[config.mk]
export PLATFORM = sky130hd
export DESIGN_NAME = axi_rd_data_pack_128b
export DESIGN_NICKNAME = d
export VERILOG_FILES = /design/src/rtl/idma_rd_pkg.sv /design/src/rtl/idma_rd_strb_gen.sv /design/src/rtl/axi_rd_data_pack_128b.sv
export SDC_FILE = /design/constraint.sdc
export NUM_CORES = 1
export LEC_CHECK = 0
export BUFFER_PORTS_ARGS = -buffer_cell sky130_fd_sc_hd__buf_2
export CAP_MARGIN = 5
export CORE_AREA = 2 2 120 122
export CTS_CLUSTER_DIAMETER = 40
export CTS_CLUSTER_SIZE = 14
export DETAILED_ROUTE_END_ITERATION = 12
export DIE_AREA = 0 0 122 124
export GPL_TIMING_DRIVEN = 0
export MAX_ROUTING_LAYER = met4
export SYNTH_ARGS = -nofsm -noshare
export SYNTH_HDL_FRONTEND = slang
export SYNTH_HIERARCHICAL = 1
export SYNTH_SLANG_ARGS = --single-unit
[constraint.sdc]
create_clock -name clk -period 5.4 [get_ports clk]
set_input_delay 0.54 -clock clk [delete_from_list [all_inputs] [get_ports clk]]
set_output_delay 0.54 -clock clk [all_outputs]
set_load 0.01 [all_outputs]
[src/rtl/idma_rd_pkg.sv]
// Shared constants, state encoding and command record for the iDMA 128b read data packer.
package idma_rd_pkg;

   localparam int DATA_W = 128;
   localparam int STRB_W = DATA_W / 8;
   localparam int LEN_W  = 9;
   localparam int FIFO_W = STRB_W + DATA_W;
   localparam int OFF_W  = 4;

   typedef enum logic {
      IDLE = 1'b0,
      BEAT = 1'b1
   } rd_state_e;

   typedef struct packed {
      logic [LEN_W-1:0] beats;
      logic [OFF_W-1:0] first_off;
      logic [OFF_W-1:0] last_off;
      logic             last;
   } rd_cmd_t;

endpackage

[src/rtl/idma_rd_strb_gen.sv]
// Byte strobe for one R beat: leading bytes masked on the first beat, trailing bytes on the final one.
module idma_rd_strb_gen
   import idma_rd_pkg::*;
(
   input  logic [OFF_W-1:0]  first_off,
   input  logic [OFF_W-1:0]  last_off,
   input  logic              first_beat,
   input  logic              final_beat,
   output logic [STRB_W-1:0] strb
);

   always_comb begin
      strb = '0;
      for (int i = 0; i < STRB_W; i++) begin
         strb[i] = (!first_beat || (i >= int'(first_off))) &&
                   (!final_beat || (i <= int'(last_off)));
      end
   end

endmodule

[src/rtl/axi_rd_data_pack_128b.sv]
// AXI R beat packer: tags each beat with its alignment strobe and pushes {strb,data} into the data FIFO.
// Optional rlast consistency check enabled by defining IDMA_RD_RLAST_CHK_EN.
//
// state | meaning
// IDLE  | no burst open, waiting for a command
// BEAT  | burst open, forwarding R beats while the FIFO has room
module axi_rd_data_pack_128b
   import idma_rd_pkg::*;
(
   input  logic              clk,
   input  logic              rst_n,
   input  logic              sw_init,
   input  logic              cmd_valid,
   output logic              cmd_ready,
   input  logic [LEN_W-1:0]  cmd_beats,
   input  logic [OFF_W-1:0]  cmd_first_off,
   input  logic [OFF_W-1:0]  cmd_last_off,
   input  logic              cmd_last,
   input  logic              axi_rvalid,
   output logic              axi_rready,
   input  logic [DATA_W-1:0] axi_rdata,
   input  logic [1:0]        axi_rresp,
   input  logic              axi_rlast,
   output logic              data_fifo_push,
   output logic [FIFO_W-1:0] data_fifo_data_in,
   input  logic              data_fifo_full,
   output logic              data_fifo_init,
   output logic              xfer_done,
   output logic              err_resp,
   output logic              err_last
);

   rd_state_e        state_q, state_d;
   logic [LEN_W-1:0] beat_cnt_q, beat_cnt_d;
   logic [OFF_W-1:0] first_off_q, first_off_d;
   logic [OFF_W-1:0] last_off_q, last_off_d;
   logic             last_q, last_d;
   logic             first_q, first_d;
   logic             err_resp_q, err_resp_d;
   logic             err_last_q, err_last_d;
   logic             xfer_done_q, xfer_done_d;

   rd_cmd_t          cmd_in;
   logic             final_beat;
   logic             fire;
   logic             load_cmd;
   logic [STRB_W-1:0] strb;

   assign cmd_in     = '{beats: cmd_beats, first_off: cmd_first_off,
                         last_off: cmd_last_off, last: cmd_last};
   assign final_beat = (beat_cnt_q == LEN_W'(1));

   idma_rd_strb_gen u_strb_gen (
      .first_off  (first_off_q),
      .last_off   (last_off_q),
      .first_beat (first_q),
      .final_beat (final_beat),
      .strb       (strb)
   );

   always_comb begin
      state_d     = state_q;
      beat_cnt_d  = beat_cnt_q;
      first_off_d = first_off_q;
      last_off_d  = last_off_q;
      last_d      = last_q;
      first_d     = first_q;
      err_resp_d  = err_resp_q;
      err_last_d  = err_last_q;
      xfer_done_d = 1'b0;
      cmd_ready   = 1'b0;
      axi_rready  = 1'b0;
      fire        = 1'b0;
      load_cmd    = 1'b0;

      if (sw_init) begin
         state_d     = IDLE;
         beat_cnt_d  = '0;
         first_off_d = '0;
         last_off_d  = '0;
         last_d      = 1'b0;
         first_d     = 1'b0;
         err_resp_d  = 1'b0;
         err_last_d  = 1'b0;
      end else begin
         case (state_q)
            IDLE: begin
               // rst_n gate keeps cmd_ready low while reset is asserted
               cmd_ready = rst_n;
               load_cmd  = cmd_valid;
            end
            BEAT: begin
               axi_rready = !data_fifo_full;
               fire       = axi_rvalid && !data_fifo_full;
               if (fire) begin
                  first_d    = 1'b0;
                  beat_cnt_d = beat_cnt_q - LEN_W'(1);
                  if (axi_rresp != 2'b00) err_resp_d = 1'b1;
`ifdef IDMA_RD_RLAST_CHK_EN
                  if (axi_rlast != final_beat) err_last_d = 1'b1;
`endif
                  if (final_beat) begin
                     cmd_ready   = 1'b1;
                     xfer_done_d = last_q;
                     load_cmd    = cmd_valid;
                     if (!cmd_valid) state_d = IDLE;
                  end
               end
            end
            default: state_d = IDLE;
         endcase

         if (load_cmd) begin
            state_d     = BEAT;
            beat_cnt_d  = cmd_in.beats;
            first_off_d = cmd_in.first_off;
            last_off_d  = cmd_in.last_off;
            last_d      = cmd_in.last;
            first_d     = 1'b1;
         end
      end
   end

`ifndef IDMA_RD_RLAST_CHK_EN
   logic unused_rlast;
   assign unused_rlast = axi_rlast;
`endif

   always_ff @(posedge clk or negedge rst_n) begin
      if (!rst_n) begin
         state_q     <= IDLE;
         beat_cnt_q  <= '0;
         first_off_q <= '0;
         last_off_q  <= '0;
         last_q      <= 1'b0;
         first_q     <= 1'b0;
         err_resp_q  <= 1'b0;
         err_last_q  <= 1'b0;
         xfer_done_q <= 1'b0;
      end else begin
         state_q     <= state_d;
         beat_cnt_q  <= beat_cnt_d;
         first_off_q <= first_off_d;
         last_off_q  <= last_off_d;
         last_q      <= last_d;
         first_q     <= first_d;
         err_resp_q  <= err_resp_d;
         err_last_q  <= err_last_d;
         xfer_done_q <= xfer_done_d;
      end
   end

   assign data_fifo_push    = fire;
   assign data_fifo_data_in = fire ? {strb, axi_rdata} : '0;
   assign data_fifo_init    = sw_init;
   assign xfer_done         = xfer_done_q;
   assign err_resp          = err_resp_q;
   assign err_last          = err_last_q;

endmodule

After elaboration in Yosys (flattened, before gate mapping)
Cells that the tools add are included.

Register bits after elaboration: 22. Output and inout port bits: 151. Input bits: 155. Logic and storage cells: 139.

Muxes and demuxes: 41. Add/subtract/negate cells: 1. Magnitude comparators: 30. Equal/unequal tests: 1. Reduce and logical (&&, ||, !) cells: 57. Bitwise logic cells: 1.

Operators by type and width (number): two-way mux 144 bit (1); two-way mux 9 bit (4); <= comparator 4 bit (first input constant) (8); logical OR 1 bit (30); two-way mux 1 bit (30); greater-or-equal comparator 4 bit (first input constant) (7); greater-or-equal comparator 3 x 4 -> 1 bit (first input constant) (4); <= comparator 3 x 4 -> 1 bit (first input constant) (4); two-way mux 4 bit (4); logical AND 1 bit (15); nonzero test 2 bit (5); == test 9 x 1 -> 1 bit (second input constant) (1); subtractor 9 x 1 -> 9 bit (second input constant) (1); greater-or-equal comparator 1 x 4 -> 1 bit (first input constant) (2); greater-or-equal comparator 2 x 4 -> 1 bit (first input constant) (2); <= comparator 2 x 4 -> 1 bit (first input constant) (2); nonzero test 3 bit (2); <= comparator 1 x 4 -> 1 bit (first input constant) (1); one-hot mux 1 bit (2 select lines) (2); zero test 1 bit (3); AND reduction 3 bit (1); AND reduction 2 bit (1); NOT 1 bit (1).

Logic depth before layout (Yosys ltp)
Gate-level depths: netlist (run 1).

Word-level depth: 7. Depth in mapped cells: 8. Gate-level depth less buffers: 7.

Hierarchy
Netlist (run 1), hierarchy kept.

Modules (own cells, without submodules): axi_rd_data_pack_128b (area an instance 2233.4 um2, instances 1, cells an instance 302, seq. area each 550.5 um2); idma_rd_strb_gen (area an instance 311.5 um2, instances 1, cells an instance 44, seq. area each 0.0 um2).

Worst setup path after synthesis (run 1)
OpenSTA, ideal clock, no wires.

Kind: flip-flop to output port. Start point: register beat_cnt_q[3]. End point: output port data_fifo_data_in[130]. Data required time: 4860 ps. Slack: 2717 ps. Buffers on the path: 2. Cell stages (with the launch flop): 8. Arrival: 2143 ps. Cells stage by stage: dfrtp_1 -> buf_6 -> or4_4 -> buf_6 -> nor2_1 -> nor3b_1 -> a22oi_1 -> and3_1.

Word-level cells in the longest chain between the ends: 5.

RTL lines: start: declaration (RTL line axi_rd_data_pack_128b.sv:34) `logic [LEN_W-1:0] beat_cnt_q, beat_cnt_d;`; start signal: assignment (RTL line axi_rd_data_pack_128b.sv:142) `beat_cnt_q <= beat_cnt_d;`; == test 9 x 1 -> 1 bit (RTL line axi_rd_data_pack_128b.sv:51) `assign final_beat = (beat_cnt_q == LEN_W'(1));`; via final_beat (RTL line axi_rd_data_pack_128b.sv:44) `logic final_beat;`; zero test 1 bit; logical OR 1 bit (RTL line idma_rd_strb_gen.sv:16) `(!final_beat || (i <= int'(last_off)));`; logical AND 1 bit (RTL line idma_rd_strb_gen.sv:15) `strb[i] = (!first_beat || (i >= int'(first_off))) &&`; via strb[2] (RTL line axi_rd_data_pack_128b.sv:47) `logic [STRB_W-1:0] strb;`; two-way mux 144 bit (RTL line axi_rd_data_pack_128b.sv:154) `assign data_fifo_data_in = fire ? {strb, axi_rdata} : '0;`; end: declaration (RTL line axi_rd_data_pack_128b.sv:25) `output logic [FIFO_W-1:0] data_fifo_data_in,`.

The timed path passes the listed nets, and every way through them passes these cells.

Worst setup path in the final report (run 1)
Ends and elaborated chain as after synthesis.

==> impl_metrics.ini, run 1 <==
[sta]
final.setup.tns_ns = 0
max_freq_mhz = 280.6
min_period_over_period_pct = 65.99
setup_viol = 0
worst_slew_pin_slew_ns = 0.7073
final_hold_viol_count = 0
finalClockSkew_ns = 0.003226
rsz0062_at_grt = false
final_max_slew_viol_count = 0
holdWs_ns = 0.2587
min_period_ns = 3.564
slew_headroom_pct = 52.67

[routing]
drtAntennaViolNets = 0
avgRoutedWirePerCell_um = 17.13
via_per_inst = 4.680
totalWireLength_um = 14310
first_iter_violations = 277
drc_errors = 0
first_pass_iters = 5
routed-via-count = 3908

[synth]
yosys_warnings = 6
async_reset_ff_share_pct = 100.0
synth_edf_count = 0
avgSynthCellArea_um2 = 7.355
synth_seq_cells = 22
syn_area_um2 = 2545
synthCells = 346
syn_nets = 503
synthFlopType = dfrtp_1
synth_cell_types = 49
synth_seq_area_share_pct = 21.63

[cts]
numCtsBuffers = 3
post_cts_buffers = 0
holdBufCountCts = 0
clockRootBuffer = clkbuf_16
cts_tree = done
worstSkewPairLatency_ns = 0.26
cts_htree_levels = 1
clkTransAtPathRegs_ns = 0.06
clock_path_buffers = 2
ctsResizeCount = 0
cts_sinks = 22

[placement]
dp_hpwl_um = 11970
io_buffers = 303
gp_congestion = 0.8329
placed_area_um2 = 4287

[floorplan]
start_util_pct = 18.55
die_w_um = 122
core-area_um2 = 13720
fp.dieH_um = 124
dieArea_um2 = 15130
num_rows = 43
ios = 306

[finish]
num-fill-cells = 1533
areaGrowthSynthToFinish_pct = 72.76
fin_nets = 811
seq_area_um2 = 550.5
multiInputGateArea_um2 = 1732
drive_gt1_share_pct = 50.23
stdcell_area_um2 = 4397

[grt]
grt_first_pass_wirelength_um = 19240
grt_antenna_before_repair = 1
grt_pass1_vias = 3441
grt_use_total_pct = 17.27
grt-ovfl-total = 0
grt_max_degree = 24

[critical_path]
arrival_ns = 3.02
critPathLaunchType = flip-flop
cpMostUsedCell = buf_6
cp_max_fo = 10
critPathMaxStageDelay_ns = 0.54
cp_cell_sequence = buf_6 > or4_4 > buf_6 > nor2_1 > nor3b_1 > a22oi_1 > and3_1 > buf_2
cp.required_ns = 4.86
path_class = reg -> out
slowest_stage = or4_4
worst_setup_path_end_kind = output pin

[pwr]
vdd.ir_drop.worst_uv = 120.0
powerDensity_nw_per_um2 = 142.6
p_leak_nw = 3.021

[worst_hold_path]
worst_hold_path_type = in -> async

[outcome]
status = finished clean

[flow_run]
max_cap_violations = 0
[area by class of cell]
class | count | share of cell area, %
Clock buffer | 3 | 1.707
Antenna cell | 2 | 0.1138
Timing Repair Buffer | 303 | 34.49
Buffer | 46 | 5.293
Clock inverter | 1 | 0.6830
Multi-Input combinational cell | 270 | 39.39
Tap cell | 180 | 5.122
Sequential cell | 22 | 12.52
Inverter | 8 | 0.6830
[per-layer routing]
layer	track usage, %	vias to the layer above	wire length, um
met1	20.16	1794	5600
met2	33.03	209	7476
met4	1.940	0	121
li1	-	1897	-
met5	-	-	0
met3	1.603	8	1106
[cell usage after synthesis, types with 3 or more instances]
library cell    n  share of area [%]
clkbuf_1       34                5.0
dfrtp_1        22                 22
a22o_1          9                3.1
o31ai_1         3               0.88
nand3_1        16                3.1
a22oi_1         4                1.2
nor2_1         14                2.1
nand4_1         3               0.74
buf_6           5                2.2
nand2b_1        4               0.98
a21oi_1        11                2.2
o21ai_0         4               0.79
o211ai_1        4                1.2
nor4_1          3               0.74
nor3b_1         4                1.2
inv_1           8                1.2
nor3_1          3               0.59
a211o_1         3                1.0
nand2_1         6               0.88
and3_1        145                 36
a32oi_1         3                1.0
[cells by family (layout without fill, tap and decap cells)]
group / count (synthesis) / in the layout / synth area share (%)
AND/OR/NAND/NOR: 213 / 213 / 51.03
AO/OA/AOI/OAI: 54 / 54 / 15.88
buffers and inverters: 54 / 361 / 10.32
flip-flops: 22 / 22 / 21.63
adder cells (fa/ha/maj): 2 / 2 / 0.9831
other: 1 / 3 / 0.1474
[stage by stage]
stage	power [W]	utilization (%)	cells	setup slack (ns)
6_report	0.0006272	32.05	835	1.836
3_5_place_dp	0.0004185	31.24	829	2.173
3_3_place_gp	0.0004161	31.24	829	2.225
5_1_grt	0.0006619	32.03	834	1.733
2_1_floorplan	0.0003087	-	346	2.717
4_1_cts	0.0006300	32.01	833	1.877
[registers in the layout (all words and copies together) (netlist names)]
name	cells
beat_cnt_q	9
first_off_q	4
last_off_q	4
err_resp	1
first_q	1
last_q	1
state_q	1
xfer_done	1
[worst max-delay path: cells and delay by family, from the launching register on]
| family | cells | cell delay, ns |
|---|---|---|
| DFF | 1 | 0.37 |
| AOI/OAI and AO/OA | 1 | 0.19 |
| and+or+nand+nor | 4 | 1.78 |
| buffers and inverters | 3 | 0.41 |
[placed cells by master (no fill, tap or decap), types with 3 or more instances in the layout]
cell type	count
buf_2	305
and3_1	145
clkbuf_1	34
dfrtp_1	22
nand3_1	16
nor2_1	14
a21oi_1	11
a22o_1	9
inv_1	8
nand2_1	6
buf_6	5
nor3b_1	4
nand2b_1	4
o211ai_1	4
o21ai_0	4
a22oi_1	4
o31ai_1	3
nor3_1	3
a32oi_1	3
nor4_1	3
a211o_1	3
nand4_1	3
clkbuf_16	3
[where the power goes]
group          switching (W)  internal, W  total (W)  leakage, nW
clock              0.0000649     0.000147   0.000212       0.0511
combinational       0.000115     0.000105   0.000220         2.68
sequential         0.0000172     0.000178   0.000195        0.291
total               0.000197     0.000430   0.000627         3.02
[final timing paths]
check                                               start                   endpoint  slack (ns)  cells past startpoint
worst max-delay path            beat_cnt_q[3]$_DFFE_PN0P_     data_fifo_data_in[130]        1.84                      8
worst min-delay path                                rst_n  beat_cnt_q[4]$_DFFE_PN0P_        0.26                      1
worst max register to register  beat_cnt_q[3]$_DFFE_PN0P_  last_off_q[3]$_DFFE_PN0P_        3.27                      7
worst min register to register         last_q$_DFFE_PN0P_         last_q$_DFFE_PN0P_        0.50                      1
max in group asynchronous                           rst_n        first_q$_DFFE_PN0P_        4.77                      1
min in group clk                       last_q$_DFFE_PN0P_         last_q$_DFFE_PN0P_        0.50                      1
No activity file was read; power rests on OpenSTA's default activity.
==> run 2: changes to the inputs <==
Settings changed: ABC_AREA set to 1, CORE_AREA 2 2 120 122 to 2 2 119 121, DIE_AREA 0 0 122 124 to 0 0 121 123.
Clock period 5.4 ns to 3 ns, I/O delays scaled along.
==> impl_metrics.ini, run 2 <==
[placement]
pre_cts_ws_ns = 0.9874
placed_area_um2 = 5036
gp_congestion = 0.9007
place_inst = 1040
dp_hpwl_um = 11540
io_buffers = 303

[synth]
synthTopCellsByArea = inv_1 21%, nor2_2 17%, dfrtp_1 17%, nor2_1 8.7%, nand3_1 5.5%
yosys.area.top_type_share_pct = 20.74
synth_top_area_cell = inv_1
synth_cell_types = 30
synth_seq_area_share_pct = 16.71
syn_area_um2 = 3294
yosys-top-cells-count = 182 x inv_1, 92 x nor2_2, 76 x nor2_1
synthCells = 557
syn_nets = 714
synthMostInstantiatedCell = inv_1
synth_edf_count = 0
avgSynthCellArea_um2 = 5.915
async_reset_ff_share_pct = 100.0
synth_seq_cells = 22
synthFlopType = dfrtp_1
yosys_warnings = 6

[sta]
rsz0062_at_grt = false
slew_headroom_pct = 64.48
setup_viol = 0
worst_slew_pin_slew_ns = 0.5328
final.setup.tns_ns = 0
min_period_ns = 2.297
final_max_slew_viol_count = 0
timing.final.ws_setup_ns = 0.7032
final_hold_viol_count = 0
finalClockSkew_ns = 0.002441
min_period_over_period_pct = 76.56
max_freq_mhz = 435.4

[finish]
top_regs = beat_cnt_q x9, first_off_q x4, last_off_q x4
layout_common_cells = 305 x buf_2, 182 x inv_1, 92 x nor2_2
stdcell_count = 1044
areaGrowthSynthToFinish_pct = 56.06
num_antenna_cells = 0
fin_nets = 1022
regMostFlops = beat_cnt_q
final_common_cell = buf_2
drive_gt1_share_pct = 52.66
stdcell_area_um2 = 5141
num-fill-cells = 1552
largest_reg_flops = 9

[routing]
drtAntennaViolNets = 0
first_pass_iters = 4
first_iter_violations = 129
via_per_inst = 3.908
totalWireLength_um = 13180
routed-via-count = 4080
drc_errors = 0
avgRoutedWirePerCell_um = 12.62

[grt]
grt_antenna_before_repair = 0
grt_pass1_vias = 3668
grt_first_pass_wirelength_um = 19040
grt_max_degree = 24
grt-ovfl-total = 0
grt_use_total_pct = 16.64

[critical_path]
arrival_ns = 2.00
cp_max_fo = 7
critPathLaunchType = flip-flop
worst_setup_path_end_kind = output pin
path_class = reg -> out
r2r_cells = 10
cp.required_ns = 2.70

[pwr]
powerDensity_nw_per_um2 = 225.6
vdd.ir_drop.worst_uv = 250.3
p_leak_nw = 3.638

[cts]
numCtsBuffers = 3
clkTransAtPathRegs_ns = 0.06
cts_htree_levels = 1
cts_sinks = 22
post_cts_buffers = 0
worstSkewPairLatency_ns = 0.25
ctsResizeCount = 0
clockRootBuffer = clkbuf_16
cts_tree = done
holdBufCountCts = 0
clock_path_buffers = 2

[worst_hold_path]
worst_hold_path_type = in -> async

[floorplan]
ios = 306
die_w_um = 121
start_util_pct = 24.20
fp.dieH_um = 123
core-area_um2 = 13610
dieArea_um2 = 14880
num_rows = 43

[flow_run]
max_cap_violations = 0

[outcome]
status = finished clean
[run 2: changes by cell type after synthesis, sizes merged, moves of 4 or more]
cell | before | now
inv | 8 | 188
nor2 | 14 | 180
and3 | 146 | 0
nand2 | 6 | 54
clkbuf | 35 | 2
nand3 | 16 | 39
o21ai | 4 | 18
buf | 11 | 23
a22o | 9 | 0
nand4 | 3 | 10
a22oi | 4 | 0
nand2b | 4 | 0
nor3b | 4 | 0
[run 2: kinds of logic after synthesis]
group                      count (synthesis)  synth area share, %
AOI/OAI and AO/OA                         32                5.545
and+or+nand+nor                          287                46.75
DFF                                       22                16.71
adders and majority gates                  2               0.7595
buffers and inverters                    213                30.12
other                                      1               0.1138
[run 2: area by class of cell]
| cell class | count | area [um2] | share of cell area (%) |
|---|---|---|---|
| inverter | 188 | 705.7 | 13.73 |
| tap | 180 | 225.2 | 4.381 |
| sequential | 22 | 550.5 | 10.71 |
| multi-input combinational | 322 | 1752 | 34.07 |
| timing repair buffer | 303 | 1516 | 29.50 |
| clock inverter | 1 | 30.03 | 0.5841 |
| buffer | 25 | 286.5 | 5.573 |
| clock buffer | 3 | 75.07 | 1.460 |
[run 2: layer usage]
metal	part of all wire [%]	vias to the layer above	global-route usage [%]	wire length, um
li1	-	2183	-	-
met1	42	1715	21.31	5483
met2	47	182	26.79	6174
met3	12	0	5.950	1520
met4	0	0	0.4360	0
met5	0	-	-	0
[run 2: final timing paths]
kind	startpoint	to	slack, ns
max	beat_cnt_q[1]$_DFFE_PN0P_	data_fifo_data_in[131]	0.70
min	rst_n	beat_cnt_q[3]$_DFFE_PN0P_	0.02
max reg2reg	beat_cnt_q[1]$_DFFE_PN0P_	last_off_q[1]$_DFFE_PN0P_	1.45
min reg2reg	err_resp$_DFFE_PN0P_	err_resp$_DFFE_PN0P_	0.50
max in group asynchronous	rst_n	last_off_q[2]$_DFFE_PN0P_	2.62
min in group clk	sw_init	state_q$_DFF_PN0_	0.27
[run 2: power by group]
part	internal, W	switching, W	total (W)
clock	0.000265	0.000107	0.000372
combinational	0.000188	0.000253	0.000441
sequential	0.000320	0.0000271	0.000347
total	0.000773	0.000387	0.00116
[run 2: critical path, cell delays in order (launching register included)]
cell	delay (ns)
dfrtp_1	0.40
inv_1	0.09
ha_1	0.14
nand2_1	0.06
nor2_2	0.13
nand2_1	0.10
inv_1	0.21
inv_2	0.08
nor2_4	0.14
nand3_1	0.11
nand2_1	0.07
inv_1	0.03
inv_1	0.04
nor2_1	0.03
buf_2	0.13
[run 2: per-stage QoR]
step           hold slack, ns  total power (W)  util, %
2_1_floorplan        0.004409        0.0006049        -
3_3_place_gp           0.3112        0.0007899    37.00
3_5_place_dp           0.3145        0.0007934    37.00
4_1_cts               0.04235         0.001169    37.77
5_1_grt               0.06047         0.001238    37.77
6_report              0.02110         0.001160    37.77
==> run 3: changes to the inputs <==
Settings changed: CORE_AREA 2 2 119 121 to 2 2 118 120, DIE_AREA 0 0 121 123 to 0 0 120 122.
Clock period 3 ns to 2.2 ns, I/O delays scaled along.
==> impl_metrics.ini, run 3 (synthesis gave the netlist of run 2 again) <==
[routing]
first_iter_violations = 145
drc_errors = 0
drtAntennaViolNets = 0
via_per_inst = 4.002
routed-via-count = 4210
totalWireLength_um = 15190
first_pass_iters = 4
avgRoutedWirePerCell_um = 14.44

[cts]
worstSkewPairLatency_ns = 0.26
clkTransAtPathRegs_ns = 0.06
clock_path_buffers = 2
cts_tree = done
cts_sinks = 22
numCtsBuffers = 3
cts_htree_levels = 1
clockRootBuffer = clkbuf_16

[grt]
grt_pass1_vias = 3825
grt_max_degree = 24
grt_antenna_before_repair = 5
grt-ovfl-total = 0
grt_first_pass_wirelength_um = 21350
grt_use_total_pct = 19.90

[flow_run]
max_cap_violations = 0

[finish]
layout_common_cells = 305 x buf_2, 180 x inv_1, 91 x nor2_2
top_regs = beat_cnt_q x9, first_off_q x4, last_off_q x4
multiInputGateArea_um2 = 1790
num-fill-cells = 1481
seq_area_um2 = 550.5
fin_nets = 1024
largest_reg_flops = 9
final_common_cell = buf_2
areaGrowthSynthToFinish_pct = 58.37
drive_gt1_share_pct = 53.58
regMostFlops = beat_cnt_q
stdcell_area_um2 = 5218
post-route-util_pct = 38.64

[sta]
final_max_slew_viol_count = 0
min_period_ns = 2.103
worst_slew_pin_slew_ns = 0.5168
min_period_over_period_pct = 95.57
max_freq_mhz = 475.6
rsz0062_at_grt = true
final_hold_viol_count = 0
final.setup.tns_ns = 0
slew_headroom_pct = 65.55
finalClockSkew_ns = 0.002562
setup_viol = 0

[floorplan]
fp.dieH_um = 122
start_util_pct = 24.40
core-area_um2 = 13500
ios = 306
num_rows = 43
dieArea_um2 = 14640
die_w_um = 120

[worst_hold_path]
worst_hold_path_type = in -> reg
whs_path_depth = 2

[pwr]
vdd.ir_drop.worst_uv = 346.3
powerDensity_nw_per_um2 = 310.1
p_leak_nw = 3.651

[outcome]
status = finished clean

[critical_path]
critPathLaunchType = flip-flop
path_class = reg -> out
worst_setup_path_end_kind = output pin
r2r_cells = 9
cp.required_ns = 1.98
arrival_ns = 1.88
cp_max_fo = 7

[placement]
placed_area_um2 = 5036
dp_hpwl_um = 13280
gp_congestion = 0.8549
io_buffers = 303
## run 3: layer usage
metal,up-vias,global-route usage [%],share of wire [%]
met5,-,-,0
met4,0,4.191,2.1
met3,13,7.818,12
met2,195,31.61,45
met1,1811,23.93,40
li1,2191,-,-
## run 3: repair_timing
action                                 CTS  global route
pin swaps                                0             7
setup endpoints to repair                4            11
setup buffers                            0             1
endpoints found under the hold margin   22             0
gates resized for setup                  1            12
hold buffers                             1             0
## run 3: path summary, 6_finish.rpt
kind	end	slack [ns]	from
min in group asynchronous	beat_cnt_q[5]$_DFFE_PN0P_	0.46	rst_n
hold / removal	state_q$_DFF_PN0_	0.19	sw_init
setup reg to reg	beat_cnt_q[8]$_DFFE_PN0P_	0.64	beat_cnt_q[0]$_DFFE_PN0P_
setup / recovery	data_fifo_data_in[133]	0.1	beat_cnt_q[1]$_DFFE_PN0P_
max in group asynchronous	last_off_q[1]$_DFFE_PN0P_	1.38	rst_n
hold reg to reg	err_resp$_DFFE_PN0P_	0.49	err_resp$_DFFE_PN0P_
## run 3: power breakdown
group	leakage (nW)	internal (W)	switching, W
Combinational	3.31	0.000264	0.000363
Clock	0.0511	0.000362	0.000155
Sequential	0.289	0.000436	0.0000389
## run 3: critical path, cell delays in order (launching register included)
cell and delay (ns):
dfrtp_1 0.42, inv_2 0.10, ha_4 0.14, nand2_4 0.05, nor2_4 0.09, nand2_2 0.10, inv_4 0.11, inv_4 0.04
nor2_4 0.18, nand2_1 0.08, nand2_1 0.07, nor2_1 0.04, inv_1 0.05, nor2_1 0.03, buf_2 0.13
## run 3: area by class of cell
| cell class | instances | share of cell area (%) |
|---|---|---|
| inverters | 188 | 13.62 |
| repair buffers | 305 | 29.40 |
| diodes | 6 | 0.2878 |
| well taps | 180 | 4.317 |
| plain buffers | 25 | 5.492 |
| clock buffers | 3 | 1.439 |
| clock inverters | 1 | 0.5755 |
| flip-flops and latches | 22 | 10.55 |
| multi-input cells | 322 | 34.32 |
## run 3: metrics by stage
stage / total power, W / setup WS, ns / hold slack (ns) / instances
2_1_floorplan: 0.0008249 / 0.6083 / -0.07559 / 557
3_3_place_gp: 0.001088 / 0.2716 / 0.2298 / 1040
3_5_place_dp: 0.001093 / 0.2702 / 0.2347 / 1040
4_1_cts: 0.001617 / 0.03718 / 0.1929 / 1045
5_1_grt: 0.001723 / -0.02933 / 0.1971 / 1049
6_report: 0.001618 / 0.09740 / 0.1906 / 1052
